## src/rtl/fifo_uart_tx.sv

```systemverilog
// Drains the 8-bit synchronous FIFO and sends each byte as a UART frame on tx, LSB first.
// Define FIFO_UART_TX_PARITY_EN to add an even-parity bit between the data bits and the stop bit.
module fifo_uart_tx #(
    parameter int CLKS_PER_BIT = 16,
    parameter int DATA_W       = 8
) (
    input  logic              clk,
    input  logic              rst,
    input  logic              fifo_empty,
    input  logic [DATA_W-1:0] fifo_dout,
    output logic              fifo_rd,
    output logic              tx,
    output logic              busy,
    output logic [15:0]       bytes_sent
);
    localparam int               IDX_W     = (DATA_W > 1) ? $clog2(DATA_W) : 1;
    localparam logic [15:0]      BAUD_LAST = 16'(CLKS_PER_BIT - 1);
    localparam logic [IDX_W-1:0] IDX_LAST  = IDX_W'(DATA_W - 1);

    typedef enum logic [2:0] {
        IDLE   = 3'd0,
        FETCH  = 3'd1,
        LOAD   = 3'd2,
        START  = 3'd3,
        DATA   = 3'd4,
        PARITY = 3'd5,
        STOP   = 3'd6
    } state_t;

    state_t            state_r, state_s;
    logic [15:0]       baud_r, baud_s;
    logic [IDX_W-1:0]  idx_r, idx_s;
    logic [DATA_W-1:0] shift_r, shift_s;
    logic [15:0]       bytes_sent_r, bytes_sent_s;
    logic              tx_r, tx_s;
    logic              baud_last_s;
`ifdef FIFO_UART_TX_PARITY_EN
    logic              par_r, par_s;

    function automatic logic even_parity(input logic [DATA_W-1:0] d);
        return ^d;
    endfunction
`endif

    // Next-state, datapath and next tx value; tx is derived from the next state so it lines up with the state register.
    always_comb begin
        state_s      = state_r;
        baud_s       = baud_r + 16'd1;
        idx_s        = idx_r;
        shift_s      = shift_r;
        bytes_sent_s = bytes_sent_r;
        tx_s         = 1'b1;
        baud_last_s  = (baud_r == BAUD_LAST);
`ifdef FIFO_UART_TX_PARITY_EN
        par_s        = par_r;
`endif
        case (state_r)
            IDLE: begin
                baud_s = 16'd0;
                if (!fifo_empty) state_s = FETCH;
                else             state_s = IDLE;
            end
            FETCH: begin
                baud_s  = 16'd0;
                state_s = LOAD;
            end
            LOAD: begin
                // Registered FIFO data became valid on the edge that ended FETCH.
                baud_s  = 16'd0;
                shift_s = fifo_dout;
`ifdef FIFO_UART_TX_PARITY_EN
                par_s   = even_parity(fifo_dout);
`endif
                state_s = START;
            end
            START: begin
                if (baud_last_s) begin
                    baud_s  = 16'd0;
                    idx_s   = {IDX_W{1'b0}};
                    state_s = DATA;
                end else begin
                    state_s = START;
                end
            end
            DATA: begin
                if (baud_last_s) begin
                    baud_s  = 16'd0;
                    shift_s = shift_r >> 1;
                    if (idx_r == IDX_LAST) begin
                        idx_s = {IDX_W{1'b0}};
`ifdef FIFO_UART_TX_PARITY_EN
                        state_s = PARITY;
`else
                        state_s = STOP;
`endif
                    end else begin
                        idx_s   = idx_r + IDX_W'(1);
                        state_s = DATA;
                    end
                end else begin
                    state_s = DATA;
                end
            end
`ifdef FIFO_UART_TX_PARITY_EN
            PARITY: begin
                if (baud_last_s) begin
                    baud_s  = 16'd0;
                    state_s = STOP;
                end else begin
                    state_s = PARITY;
                end
            end
`endif
            STOP: begin
                if (baud_last_s) begin
                    baud_s       = 16'd0;
                    bytes_sent_s = bytes_sent_r + 16'd1;
                    if (!fifo_empty) state_s = FETCH;
                    else             state_s = IDLE;
                end else begin
                    state_s = STOP;
                end
            end
            default: begin
                baud_s  = 16'd0;
                state_s = IDLE;
            end
        endcase

        case (state_s)
            START:   tx_s = 1'b0;
            DATA:    tx_s = shift_s[0];
`ifdef FIFO_UART_TX_PARITY_EN
            PARITY:  tx_s = par_s;
`endif
            default: tx_s = 1'b1;
        endcase
    end

    // State and datapath registers; reset forces the line idle at once and drops any partial byte.
    always_ff @(posedge clk or posedge rst) begin
        if (rst) begin
            state_r      <= IDLE;
            baud_r       <= 16'd0;
            idx_r        <= {IDX_W{1'b0}};
            shift_r      <= {DATA_W{1'b0}};
            bytes_sent_r <= 16'd0;
            tx_r         <= 1'b1;
`ifdef FIFO_UART_TX_PARITY_EN
            par_r        <= 1'b0;
`endif
        end else begin
            state_r      <= state_s;
            baud_r       <= baud_s;
            idx_r        <= idx_s;
            shift_r      <= shift_s;
            bytes_sent_r <= bytes_sent_s;
            tx_r         <= tx_s;
`ifdef FIFO_UART_TX_PARITY_EN
            par_r        <= par_s;
`endif
        end
    end

    assign fifo_rd    = (state_r == FETCH);
    assign busy       = (state_r != IDLE);
    assign tx         = tx_r;
    assign bytes_sent = bytes_sent_r;

endmodule

```

## config.mk

```make
export PLATFORM = sky130hd
export DESIGN_NAME = fifo_uart_tx
export DESIGN_NICKNAME = d
export VERILOG_FILES = /design/src/rtl/fifo_uart_tx.sv
export SDC_FILE = /design/constraint.sdc
export NUM_CORES = 1
export LEC_CHECK = 0
export CAP_MARGIN = 20
export CORE_ASPECT_RATIO = 0.9
export CORE_MARGIN = 5
export CORE_UTILIZATION = 35
export CTS_CLUSTER_SIZE = 12
export DETAILED_ROUTE_END_ITERATION = 16
export PLACE_DENSITY = 0.64
export REMOVE_ABC_BUFFERS = 1
export SETUP_SLACK_MARGIN = 0.05
export SYNTH_ARGS = -nofsm -noshare
export SYNTH_HDL_FRONTEND = slang
export SYNTH_SLANG_ARGS = --single-unit
```

## constraint.sdc

```tcl
create_clock -name clk -period 2.7 [get_ports clk]
set_input_delay 0.54 -clock clk [delete_from_list [all_inputs] [get_ports clk]]
set_output_delay 0.54 -clock clk [all_outputs]
set_load 0.1 [all_outputs]
```

* Word level (Yosys, flattened, before mapping)
Index checks and enable logic that the tools add are counted.
Widths: inputs -> output; s select.
** Operators by class
- Add/sub/neg operators :: 3
- Eq/ne operators :: 11
- Muxes and demuxes :: 15
- Reductions and logical operators :: 8
** Operator list (number)
- $add 16x1->16 const B :: 2
- $mux 16 :: 2
- $mux 3 :: 6
- $pmux 3 s6 :: 1
- $eq 16x4->1 const B :: 1
- $pmux 8 s2 :: 1
- $eq 3x3->1 const B :: 4
- $eq 3x2->1 const B :: 3
- $mux 8 :: 1
- $pmux 3 s2 :: 1
- $ne 2x2->1 const B :: 2
- $reduce_and 2->1 :: 2
- $reduce_bool 2->1 :: 2
- $add 3x1->3 const B :: 1
- $eq 3x1->1 const B :: 1
- $logic_not 3->1 :: 1
- $reduce_and 3->1 :: 1
- $reduce_bool 3->1 :: 1
- $reduce_or 3->1 :: 1
- $mux 2 :: 1
- $pmux 1 s2 :: 1
- $mux 1 :: 1
** Storage, ports and cells
- Bits in registers :: 47

* Logic depth before layout (Yosys ltp)
- Depth in word-level cells :: 6
- Depth in mapped cells :: 8
- Depth with buffers taken out :: 6

* Worst setup path after synthesis
OpenSTA, ideal clock, no wires.
- Kind :: reg2out
- Start point :: reg state_r[0]
- End point :: out fifo_rd
- Arrival :: 2.848 ns
- Data required time :: 2.160 ns
- Path slack :: -0.688 ns
- Cell stages (with the launch flop) :: 3
- Buffers on the path :: 1
- Cells stage by stage :: dfrtp_1 > clkbuf_1 > nor3b_1
** On the way
- Cells in the longest elaborated chain, start to end :: 1
** RTL lines
- start, declared :: RTL line 30 : state_t state_r, state_s;
- start signal, assigned :: RTL line 153 : state_r <= state_s;
- $eq 3x1->1 :: RTL line 165 : assign fifo_rd = (state_r == FETCH);
- end, declared :: RTL line 11 : output logic fifo_rd,
No other way between the ends.

* Final worst setup path
- Start point :: reg baud_r[0]
- End point :: reg shift_r[4]
** On the way
- Cells in the longest elaborated chain, start to end :: 3
** RTL lines
- start, declared :: RTL line 31 : logic [15:0] baud_r, baud_s;
- start signal, assigned :: RTL line 154 : baud_r <= baud_s;
- $eq 16x4->1 :: RTL line 53 : baud_last_s = (baud_r == BAUD_LAST);
- $ne 2x2->1 (no source line)
- $reduce_and 2->1 (no source line)
- end signal, assigned :: RTL line 146 : shift_r <= {DATA_W{1'b0}};
- end signal, assigned :: RTL line 156 : shift_r <= shift_s;
- end, declared :: RTL line 33 : logic [DATA_W-1:0] shift_r, shift_s;
No other way between the ends.
A chain may end at the register's enable or synchronous reset.

==> metrics.txt <==
count of vias placed by the detailed router 1732; switching share of power 32.28%; total number of clock tree sinks 47; mean number of vias per cell 4.865; gr usage total 11.65%; signal arrival time at the worst endpoint 2.24 ns; Fillers 607; reported leakage power 1.370 nW; I/O Pins 30; primary flip-flop cell chosen by synthesis mapping sky130_fd_sc_hd__dfrtp_1; fin worst setup slack 0.6539 ns; combinational fraction of design power 27.7%; IR Drop Worst-Case VDD 0.3240 mV; buffer levels on the longest clock path 2; proportion of power drawn by the clock network 28.9%; antenna fix cells 0; Fin Clk Skew 0.01200 ns; core outline area 0.006621 sq mm; number of levels the H-tree was split into 2; HPWL reported at the end of detailed placement 3364 um; number of enable flip-flop cells after synthesis 0; largest net degree at the start of global routing 27; relative slew slack 58.08%; Die Span Y 88.54 um; FMAX 488.7 MHz; wire length reported by the detailed router 4665 um; clock slew at the register clock pins of the worst setup and hold paths 0.09 ns; critical-path maximum fanout 10; share of layout cells above drive strength 1 17.67%; total of warnings raised by yosys 0; Mapped Cells 231; first-pass GRT wire length 8293 um; Finished Layout Cells 356; final worst-path cycle share 75.78%; syn_area_per_cell 10.38 sq um; most frequent standard cell in the layout excluding fill and tap cells sky130_fd_sc_hd__dfrtp_1; cell area after technology mapping 0.002399 sq mm; post-synthesis register bit count 47; proportion of synthesized chip area in sequential cells 49.09%; classification of the worst-slack hold path reg2reg; Critical Path End Type register; Period minus WS final 2.046 ns; Final Hold Violating Endpoints 0; antenna viol nets, final 0; number of distinct standard cells referenced by the synthesized netlist 42; pre-CTS worst setup slack 0.6489 ns; DRC errors left 0; worst setup path category reg2reg; width of the die 97.26 um; number of global-route vias before repair 1704; count of cells resized by post-cts repair 0; area of the die 0.008611 sq mm; multi-input combinational cell area 0.001141 sq mm; cts hold-fix bufs 0; Nets 280; number of antenna violations at the first check in global routing 0; Cells after DPL 348; violation count after the first detailed-routing iteration 91; worst-margin pin slew 0.6254 ns; Worst Setup Start Kind register; IO Port Bufs 29; final setup violating endpoints 0; count of final max-slew check failures 0; CTS buffer count 5; insertion delay to the later sink of the worst-skew pair 0.30 ns; setup repair after global routing missed its margin false; Pre-Repair DR Iteration Count 4; initial cell density of the core 36.22%; Seq. cell area 0.001177 sq mm; Pwr per Cell Area 730.5 mW/mm^2; internal portion of total power 1.437 mW; power dissipated by switching net loads 0.6851 mW; routability cong. 0.7505; status completed; routed wirelength normalized by instance count 13.10 um; Cell Rows 28; growth of design area from synthesis to finish 21.13%; Worst Path Required 2.89 ns; TritonCTS clock tree done; ys async rst share 100.0%; max-capacitance violation count 0; share of total power in sequential cells 43.4%; total setup buffers inserted after CTS 0; sum of overflow across all layers after global routing 0; commonest cells after routing, fill and taps aside 46 x sky130_fd_sc_hd__dfrtp_1, 24 x sky130_fd_sc_hd__nor2_1, 23 x sky130_fd_sc_hd__buf_4, 17 x sky130_fd_sc_hd__xor2_1, 15 x sky130_fd_sc_hd__nand3_1; clock tree root buffer cell sky130_fd_sc_hd__clkbuf_8
==> synth_stat cells (2+ instances only) <==
library cell,instances,area share (%)
sky130_fd_sc_hd__a211oi_1,2,0.63
sky130_fd_sc_hd__a22o_1,6,2.2
sky130_fd_sc_hd__nor2b_1,2,0.52
sky130_fd_sc_hd__nor3_1,9,1.9
sky130_fd_sc_hd__dfrtp_1,46,48
sky130_fd_sc_hd__and3_1,4,1.0
sky130_fd_sc_hd__a21oi_1,3,0.63
sky130_fd_sc_hd__nor3_2,4,1.7
sky130_fd_sc_hd__o21ai_0,5,1.0
sky130_fd_sc_hd__and4_1,5,1.8
sky130_fd_sc_hd__inv_1,12,1.9
sky130_fd_sc_hd__xnor2_1,11,4.0
sky130_fd_sc_hd__clkbuf_1,5,0.78
sky130_fd_sc_hd__nor2_1,24,3.8
sky130_fd_sc_hd__nor3b_1,2,0.63
sky130_fd_sc_hd__ha_1,4,2.1
sky130_fd_sc_hd__nor4_4,4,3.5
sky130_fd_sc_hd__or3_1,2,0.52
sky130_fd_sc_hd__xor2_1,17,6.2
sky130_fd_sc_hd__a21o_1,6,1.9
sky130_fd_sc_hd__nand4_1,4,1.0
sky130_fd_sc_hd__nand2_1,13,2.0
sky130_fd_sc_hd__o31ai_1,2,0.63
sky130_fd_sc_hd__nand3_1,15,3.1
sky130_fd_sc_hd__and2_1,3,0.78
sky130_fd_sc_hd__nor4_1,5,1.3
==> critical path, stage by stage, from the launching register on <==
cell                      delay (ns)
sky130_fd_sc_hd__dfrtp_1        0.39
sky130_fd_sc_hd__ha_1           0.21
sky130_fd_sc_hd__and3_1         0.26
sky130_fd_sc_hd__nand2_1        0.13
sky130_fd_sc_hd__nor3_2         0.49
sky130_fd_sc_hd__nor2_1         0.23
sky130_fd_sc_hd__a21o_1         0.23
==> per-layer routing <==
metal,part of all wire [%],routed length [um],global-route usage (%),up-vias
met5,0,0,0,-
li1,-,-,-,884
met1,52,2409,15.77,816
met2,42,1972,18.36,26
met4,0.96,45,2.642,0
met3,5.1,237,3.940,6
==> metrics by stage <==
stage / utilization [%] / TNS (ns) / power (mW) / hold WS [ns] / cell area (sq um)
4_1_cts: 43.88 / 0 / 2.145 / 0.4824 / 2905
6_report: 43.88 / 0 / 2.122 / 0.4793 / 2905
3_3_place_gp: 41.82 / 0 / 1.520 / 0.4596 / 2769
5_1_grt: 43.88 / 0 / 2.270 / 0.5113 / 2905
3_5_place_dp: 41.82 / 0 / 1.528 / 0.4658 / 2769
2_1_floorplan: - / -0.5607 / 1.353 / 0.4479 / 2364
==> layout make-up <==
cell class,instances,share of cell area (%)
sequential,47,40.53
multi-input combinational,165,39.28
timing repair buffer,34,10.08
tap,90,3.876
clock buffer,5,2.369
clock inverter,3,2.326
inverter,12,1.550
==> sequential cells by signal (all words and copies together), names as in the netlist <==
| name | flops |
|---|---|
| baud_r | 16 |
| bytes_sent | 16 |
| shift_r | 8 |
| idx_r | 3 |
| state_r | 3 |
| tx | 1 |
==> kinds of logic after synthesis <==
kind of cell | count (synthesis) | synth area share [%]
AND/OR/NAND/NOR | 102 | 25.93
multiplexers | 1 | 0.4695
flip-flops | 47 | 49.09
adder cells (fa/ha/maj) | 4 | 2.087
buffers and inverters | 19 | 3.338
XOR/XNOR | 28 | 10.22
AO/OA/AOI/OAI | 30 | 8.867
==> power by group through the flow <==
stage / Sequential, mW / Combinational (mW) / Clock, mW
4_1_cts: 0.921 / 0.597 / 0.627
3_5_place_dp: 0.935 / 0.593 / 0
5_1_grt: 0.943 / 0.669 / 0.658
2_1_floorplan: 0.952 / 0.401 / 0
6_report: 0.922 / 0.588 / 0.613
3_3_place_gp: 0.935 / 0.585 / 0
==> final timing paths <==
| check | cells past startpoint | startpoint | end | slack, ns |
|---|---|---|---|---|
| min reg2reg | 1 | baud_r[0]$_DFF_PP0_ | baud_r[0]$_DFF_PP0_ | 0.48 |
| max reg2reg | 6 | baud_r[0]$_DFF_PP0_ | shift_r[4]$_DFFE_PP0P_ | 0.65 |
| min in group asynchronous | 2 | rst | bytes_sent[11]$_DFFE_PP0P_ | 0.57 |
| max in group asynchronous | 3 | rst | tx$_DFF_PP1_ | 1.54 |
| max | 6 | baud_r[0]$_DFF_PP0_ | shift_r[4]$_DFFE_PP0P_ | 0.65 |
| min | 1 | baud_r[0]$_DFF_PP0_ | baud_r[0]$_DFF_PP0_ | 0.48 |
(Power assumes the default switching activity.)
